`src/rtl/fetch_pkg.sv`:
```
// Shared types and constants for the instruction fetch stage.
package fetch_pkg;

    localparam int XLEN        = 32;
    localparam int INSTR_BYTES = 4;

    // One fetched instruction together with the address it was read from.
    typedef struct packed {
        logic [XLEN-1:0] pc;
        logic [XLEN-1:0] instr;
    } fetch_entry_t;

endpackage

```
`src/rtl/fetch_skid_buf.sv`:
```
// Two-entry FIFO that holds fetched instructions between memory and decode.
// slot0 is always the head; slot1 is only meaningful when count == 2.
module fetch_skid_buf
    import fetch_pkg::*;
(
    input  logic         clk,
    input  logic         rst_n,
    input  logic         enq,
    input  fetch_entry_t enq_data,
    input  logic         deq,
    input  logic         flush,
    output logic [1:0]   count,
    output fetch_entry_t head
);

    fetch_entry_t slot0;
    fetch_entry_t slot1;
    logic         deq_ok;
    logic         enq_ok;

    assign head = slot0;

    // Qualify requests so the FIFO can never underflow or overflow.
    always_comb begin
        deq_ok = deq && (count != 2'd0);
        enq_ok = enq && ((count != 2'd2) || deq_ok);
    end

    // Occupancy: reset and flush empty the FIFO; data slots need no clearing.
    always_ff @(posedge clk) begin
        if (!rst_n || flush) begin
            count <= 2'd0;
        end else if (enq_ok && !deq_ok) begin
            count <= count + 2'd1;
        end else if (deq_ok && !enq_ok) begin
            count <= count - 2'd1;
        end
    end

    // Entry storage: dequeue shifts slot1 forward, enqueue fills the first free slot.
    always_ff @(posedge clk) begin
        if (deq_ok) begin
            if (enq_ok && count == 2'd1) begin
                slot0 <= enq_data;
            end else begin
                slot0 <= slot1;
            end
            if (enq_ok && count == 2'd2) begin
                slot1 <= enq_data;
            end
        end else if (enq_ok) begin
            if (count == 2'd0) begin
                slot0 <= enq_data;
            end else begin
                slot1 <= enq_data;
            end
        end
    end

endmodule

```
`src/rtl/fetch_unit.sv`:
```
// Instruction fetch stage: PC generation, one-cycle-latency memory requests,
// a two-entry skid buffer towards decode, and branch redirect handling.
// Buffer entries are sized by fetch_pkg::XLEN; keep that equal to XLEN here.
module fetch_unit #(
    parameter int              XLEN     = 32,
    parameter logic [XLEN-1:0] RESET_PC = 32'h0000_0000
) (
    input  logic            clk,
    input  logic            rst_n,
    output logic            imem_req,
    output logic [XLEN-1:0] imem_addr,
    input  logic [XLEN-1:0] imem_rdata,
    input  logic            br_taken,
    input  logic [XLEN-1:0] br_target,
    output logic            if_valid,
    output logic [XLEN-1:0] if_instr,
    output logic [XLEN-1:0] if_pc,
    input  logic            id_ready
);

    import fetch_pkg::*;

    logic [XLEN-1:0] pc;
    logic            inflight;
    logic [XLEN-1:0] inflight_pc;
    logic [1:0]      buf_count;
    fetch_entry_t    buf_head;
    fetch_entry_t    enq_entry;
    logic            enq;
    logic            deq;
    logic [1:0]      occ_after;
    logic [1:0]      occ_total;
    logic            issue;

    assign imem_addr = pc;
    assign imem_req  = issue;
    assign if_valid  = rst_n && (buf_count != 2'd0) && !br_taken;
    assign if_instr  = buf_head.instr;
    assign if_pc     = buf_head.pc;

    // Issue only when the returning word is guaranteed a free buffer slot;
    // a redirect suppresses both issue and capture of the arriving word.
    always_comb begin
        deq             = if_valid && id_ready;
        enq             = inflight && !br_taken;
        occ_after       = buf_count - {1'b0, deq};
        occ_total       = occ_after + {1'b0, inflight};
        issue           = rst_n && !br_taken && (occ_total < 2'd2);
        enq_entry.pc    = inflight_pc;
        enq_entry.instr = imem_rdata;
    end

    // PC and in-flight flag: redirect overrides sequential advance.
    always_ff @(posedge clk) begin
        if (!rst_n) begin
            pc       <= RESET_PC;
            inflight <= 1'b0;
        end else begin
            inflight <= issue;
            if (br_taken) begin
                pc <= {br_target[XLEN-1:2], 2'b00};
            end else if (issue) begin
                pc <= pc + XLEN'(INSTR_BYTES);
            end
        end
    end

    // Remember the address of the outstanding request to tag its response.
    always_ff @(posedge clk) begin
        if (issue) begin
            inflight_pc <= pc;
        end
    end

    fetch_skid_buf u_skid_buf (
        .clk      (clk),
        .rst_n    (rst_n),
        .enq      (enq),
        .enq_data (enq_entry),
        .deq      (deq),
        .flush    (br_taken),
        .count    (buf_count),
        .head     (buf_head)
    );

endmodule

```
`config.mk`:
```
export PLATFORM = sky130hd
export DESIGN_NAME = fetch_unit
export DESIGN_NICKNAME = d
export VERILOG_FILES = /design/src/rtl/fetch_pkg.sv /design/src/rtl/fetch_skid_buf.sv /design/src/rtl/fetch_unit.sv
export SDC_FILE = /design/constraint.sdc
export NUM_CORES = 1
export LEC_CHECK = 0
export ABC_AREA = 1
export CAP_MARGIN = 20
export CORE_MARGIN = 2
export CORE_UTILIZATION = 35
export DETAILED_ROUTE_END_ITERATION = 10
export PLACE_DENSITY = 0.58
export SYNTH_ARGS = -nofsm -noshare
export SYNTH_HDL_FRONTEND = slang
export SYNTH_SLANG_ARGS = --single-unit
```
`constraint.sdc`:
```
create_clock -name clk -period 7.7 [get_ports clk]
set_input_delay 1.54 -clock clk [delete_from_list [all_inputs] [get_ports clk]]
set_output_delay 1.54 -clock clk [all_outputs]
set_load 0.1 [all_outputs]
```
==> results of run 1 <==
==> flip-flops by register name, summed over array words and instances (netlist names) <==
signal,flops
imem_addr,30
inflight,1
inflight_pc,30
u_skid_buf.count,2
u_skid_buf.head,62
u_skid_buf.slot1,62
==> power groups by stage <==
stage	Combinational (uW)	Sequential [uW]	Clock, uW
finish	351	1160	862
floorplan	87.7	1340	0
detailed placement	352	1190	0
global placement	350	1190	0
global route	372	1170	924
CTS	353	1160	883
==> cells by family (layout without fill, tap and decap cells) <==
| family | count (synthesis) | after routing | share of synthesized area [%] |
|---|---|---|---|
| buf+inv | 100 | 261 | 5.68 |
| flops | 187 | 187 | 65.6 |
| simple gates | 451 | 451 | 23.5 |
| mux | 2 | 2 | 0.248 |
| fa+ha+maj | 6 | 6 | 0.932 |
| other cells | 1 | 4 | 0.0465 |
| xor+xnor | 5 | 5 | 0.543 |
| compound gates | 51 | 51 | 3.45 |
==> path summary, 6_finish.rpt <==
path,to,startpoint,slack [ps]
setup / recovery,imem_req,rst_n,2080
setup reg to reg,imem_addr[30],u_skid_buf.count[1],4640
hold / removal,u_skid_buf.slot1[59],inflight_pc[27],450
hold reg to reg,u_skid_buf.slot1[59],inflight_pc[27],450
==> Yosys cell counts <==
cell type / count
a211oi_1: 3
a21oi_1: 22
and3_1: 1
buf_1: 6
buf_2: 12
buf_4: 4
buf_6: 7
clkbuf_1: 8
conb_1: 1
dfxtp_1: 33
edfxtp_1: 154
ha_1: 6
inv_1: 61
inv_2: 2
mux2i_1: 2
nand2_1: 269
nand2_2: 2
nand2_4: 1
nand2_8: 1
nand3_1: 105
nand3b_1: 2
nand4_1: 1
nor2_1: 57
nor2_4: 2
nor3_1: 8
o211ai_1: 1
o21ai_0: 20
o21bai_1: 5
or2_2: 2
xnor2_1: 3
xor2_1: 2
==> per-layer routing <==
layer,share of wire [%],vias to the layer above,wire length (um)
met3,5.0,19,924
li1,-,2979,-
met2,47,173,8690
met5,0,-,0
met1,47,2702,8590
met4,1.3,0,232
==> layout make-up <==
cell class / instances / share of cell area (%)
clock buffers: 20 / 4.37
flip-flops and latches: 187 / 50.5
repair buffers: 166 / 15.8
well taps: 285 / 3.41
inverters: 63 / 2.26
multi-input cells: 519 / 22.4
clock inverters: 12 / 1.21
==> worst max-delay path, stage by stage <==
cell             delay (ps)
clkdlybuf4s50_1         950
nand2_2                 190
nor2_4                  130
nand2_2                 110
inv_2                    70
ha_1                    210
inv_1                    70
nand4_1                 100
nand3_1                  80
buf_4                   270
inv_1                   150
buf_12                  190
==> metrics by stage <==
step | power, uW | worst slack (ps) | std cells | hold slack [ps]
final | 2380 | 2080 | 1252 | 449
after global routing | 2460 | 1900 | 1252 | 458
after CTS | 2400 | 2100 | 1252 | 451
after detailed placement | 1540 | 2110 | 1220 | 432
after global placement | 1540 | 2150 | 1220 | 431
after floorplan | 1430 | 1630 | 806 | 427
==> impl_metrics.yaml, run 1 <==
global_route:
  top_usage_layer: "met2"
  grtUsageMet3_pct: 3.11
  grtUsageMet1_pct: 20.3
  met2_usage_pct: 26.1
  grt-ovfl-total: 0
  track_usage_pct: 15.6
  grt_start_max_net_pins: 64
  grt_antenna_before_repair: 0
  grt_pass1_vias: 5677
  grt_pass1_wl_mm: 29.4
cts:
  cts-root-buf: "clkbuf_16"
  cts_tree: "yes"
  clk_path_buf_depth: 2
  cts_resized: 0
  clk_pin_slew_ps: 70
  cts.sinks: 187
  hold_buffers: 0
  cts_buffers: 17
  htree_levels: 4
  postCtsSetupRepairBufs: 0
  clock_latency_ps: 420
cells_and_area:
  finish.utilization_pct: 46.2
  final_cell_mix: "nand2_1, clkdlybuf4s50_1, edfxtp_1"
  area_growth_pct: 29.8
  multiInputGateArea_um2: 2350
  stdcell_area_um2: 10500
  regArea_um2: 5290
  diodes: 0
  nets: 1028
  final_layout_size_suffix_gt1_share_pct: 5.27
  fill_cells: 2122
  final_common_cell: "nand2_1"
floorplan:
  die-area_um2: 24300
  start_util_pct: 35.6
  dieWidth_um: 156
  ios: 166
  rows: 55
  core_area_um2: 22600
  die_h_um: 156
job:
  drv_cap: 0
critical_path:
  path_max_fanout: 21
  r2r_cells: 14
  critPathCaptureType: "output port"
  critPathArrivalTime_ps: 4080
  start_kind: "input pin"
  cp_data_required_time_ps: 6160
  worstSetupPathType: "in -> out"
place:
  dp_hpwl_mm: 12.2
  postPlaceCellArea_um2: 9880
  routabilityCongestion: 0.866
  port_buffers: 159
timing:
  slew_headroom_pct: 30.3
  fin_worst_skew_ps: 7.12
  period_share_pct: 73.0
  max_freq_ghz: 0.178
  rsz0062_at_grt: "no"
  hold_violations: 0
  fin_crit_ps: 5620
  tns_ps: 0
  tightest_slew_ps: 1040
  drv_slew: 0
  setup_viol_count_final: 0
logic_synthesis:
  synth_cell_types: 31
  yosysTopAreaCell: "edfxtp_1"
  synth_seq_cells: 187
  netlist_area_um2: 8060
  ys_seq_area_share_pct: 65.6
  avgSynthCellArea_um2: 10.0
  synth_cells: 803
  synthTopCellsByArea: "edfxtp_1, nand2_1, dfxtp_1"
  synth_top_cell_area_share_pct: 57.4
  ys_warn_count: 0
drt:
  drt_iter0_markers: 304
  drtPass1Iterations: 5
  wire_per_inst_um: 14.7
  dr_total_vias: 5873
  postRouteAntennaNets: 0
  via_per_inst: 4.69
  drc: 0
  totalWireLength_mm: 18.4
pwr:
  swShare_pct: 28.4
  clock_power_share_pct: 36.3
  p_sw_uw: 674
  p_comb_share_pct: 14.8
  p_seq_share_pct: 49.0
  power_leakage_uw: 0.00395
  p_per_area_nw_per_um2: 227
  p_int_uw: 1700
  vdd_drop_max_v: 0.000116
run_status:
  status: "complete, no violations"
min_path:
  hold_depth: 0
  worstHoldPathType: "reg -> reg"
No activity file was read; power rests on OpenSTA's default activity.
==> run 2: changes to the inputs <==
PLACE_DENSITY = 0.6   (was 0.58)
clock period = 4.7 ns   (was 7.7 ns; I/O delays follow)
==> impl_metrics.yaml, run 2 (synthesized netlist as in run 1, its figures left out) <==
place:
  port_buffers: 159
  dp_hpwl_mm: 12.3
  postPlaceCellArea_um2: 9920
  routabilityCongestion: 0.873
  dp_slack_ps: 958
pwr:
  p_sw_uw: 1090
  p_comb_share_pct: 14.7
  power_uw: 3940
  power_leakage_uw: 0.00400
  swShare_pct: 27.5
  p_int_uw: 2860
  vdd_drop_max_v: 0.000185
  p_per_area_nw_per_um2: 374
  clock_power_share_pct: 37.0
  p_seq_share_pct: 48.4
cells_and_area:
  final_layout_size_suffix_gt1_share_pct: 5.67
  stdcell_area_um2: 10500
  final_cell_mix: "nand2_1, clkdlybuf4s50_1, edfxtp_1"
  nets: 1031
  area_growth_pct: 30.8
  finish.utilization_pct: 46.6
  diodes: 0
  final_common_cell: "nand2_1"
cts:
  clock_latency_ps: 420
  postCtsSetupRepairBufs: 0
  cts.sinks: 187
  htree_levels: 4
  hold_buffers: 0
  clk_pin_slew_ps: 60
  cts_tree: "yes"
  cts_buffers: 17
  cts_resized: 0
  clk_path_buf_depth: 2
  cts-root-buf: "clkbuf_16"
global_route:
  grt-ovfl-total: 0
  grt_pass1_wl_mm: 29.4
  grt_antenna_before_repair: 0
  track_usage_pct: 15.5
  grt_pass1_vias: 5576
  grt_start_max_net_pins: 64
critical_path:
  start_kind: "input pin"
  path_max_fanout: 5
  setup.worst_path.start: "br_taken"
  critPathCaptureType: "output port"
  r2r_slack_ps: 2040
  reg2reg_from: "u_skid_buf.count[0]"
  cp_data_required_time_ps: 3760
  r2r_cells: 11
  worstSetupPathType: "in -> out"
  r2r_end: "u_skid_buf.head[50]"
  critPathArrivalTime_ps: 2800
  critPathCapture: "imem_req"
drt:
  via_per_inst: 4.72
  drt_iter0_markers: 362
  postRouteAntennaNets: 0
  totalWireLength_mm: 18.5
  wire_per_inst_um: 14.7
  drtPass1Iterations: 6
  dr_total_vias: 5926
  drc: 0
timing:
  tns_ps: 0
  drv_slew: 0
  fin_ws_ps: 958
  slew_headroom_pct: 29.3
  period_share_pct: 79.6
  fin_crit_ps: 3740
  tightest_slew_ps: 1060
  hold_violations: 0
  setup_viol_count_final: 0
  rsz0062_at_grt: "no"
  max_freq_ghz: 0.267
  fin_worst_skew_ps: 9.76
run_status:
  status: "complete, no violations"
floorplan:
  dieWidth_um: 156
  die_h_um: 156
  die-area_um2: 24300
  start_util_pct: 35.6
  core_area_um2: 22600
  ios: 166
  rows: 55
job:
  drv_cap: 0
min_path:
  worstHoldPathType: "reg -> reg"
==> run 2: changes by cell type in the layout (fill, tap and decap cells not counted) <==
| cell | before | now |
|---|---|---|
| clkbuf_16 | 17 | 21 |
| clkinvlp_4 | 4 | 1 |
| buf_12 | 1 | 3 |
| buf_4 | 7 | 9 |
| clkinv_2 | 0 | 2 |
| inv_8 | 2 | 0 |
| bufinv_16 | 1 | 0 |
| clkdlybuf4s50_1 | 158 | 157 |
==> run 2: worst max-delay path, stage by stage <==
cell and delay, ps:
clkdlybuf4s50_1 550, inv_2 60, nand2_2 100, nor2_4 50, nand2_2 130, inv_2 50, ha_1 270, inv_1 70
nand2_1 50, nand2_1 60, nand3_1 110, inv_1 160, buf_12 190
==> run 2: stage by stage <==
stage,hold WS [ps],instances
2_1_floorplan,427,806
3_3_place_gp,431,1223
3_5_place_dp,437,1223
4_1_cts,449,1255
5_1_grt,461,1255
6_report,452,1255
==> run 2: per-layer routing <==
metal | wire length (um) | global-route usage [%] | part of all wire (%) | vias to the layer above
met5 | 0 | 0 | 0 | -
met4 | 255 | 4.50 | 1.4 | 0
met3 | 999 | 3.31 | 5.4 | 17
met2 | 8420 | 24.5 | 46 | 202
met1 | 8810 | 21.7 | 48 | 2733
li1 | - | - | - | 2974
==> run 2: final cells by class <==
class	instances	area [um^2]
timing repair buffer	169	1700
multi-input combinational	519	2350
clock buffer	24	557
tap	285	357
inverter	63	236
sequential	187	5290
fill	2076	12100
clock inverter	8	61.3
==> run 2: worst min path at each step <==
| stage | startpoint | end | slack [ps] | cells past startpoint |
|---|---|---|---|---|
| 6_report | inflight_pc[19] | u_skid_buf.slot1[51] | 450 | 0 |
| 3_3_place_gp | inflight_pc[16] | u_skid_buf.slot1[48] | 430 | 0 |
| 3_5_place_dp | inflight_pc[28] | u_skid_buf.slot1[60] | 440 | 0 |
| 2_1_floorplan | inflight_pc[2] | u_skid_buf.slot1[34] | 430 | 0 |
| 5_1_grt | inflight_pc[10] | u_skid_buf.slot1[42] | 460 | 0 |
| 4_1_cts | inflight_pc[28] | u_skid_buf.slot1[60] | 450 | 0 |
==> run 2: power by group through the flow <==
stage / logic, uW / registers [uW] / clock network [uW]
finish: 579 / 1910 / 1460
global route: 612 / 1920 / 1550
CTS: 582 / 1910 / 1490
detailed placement: 581 / 1940 / 0
global placement: 578 / 1940 / 0
floorplan: 144 / 2200 / 0
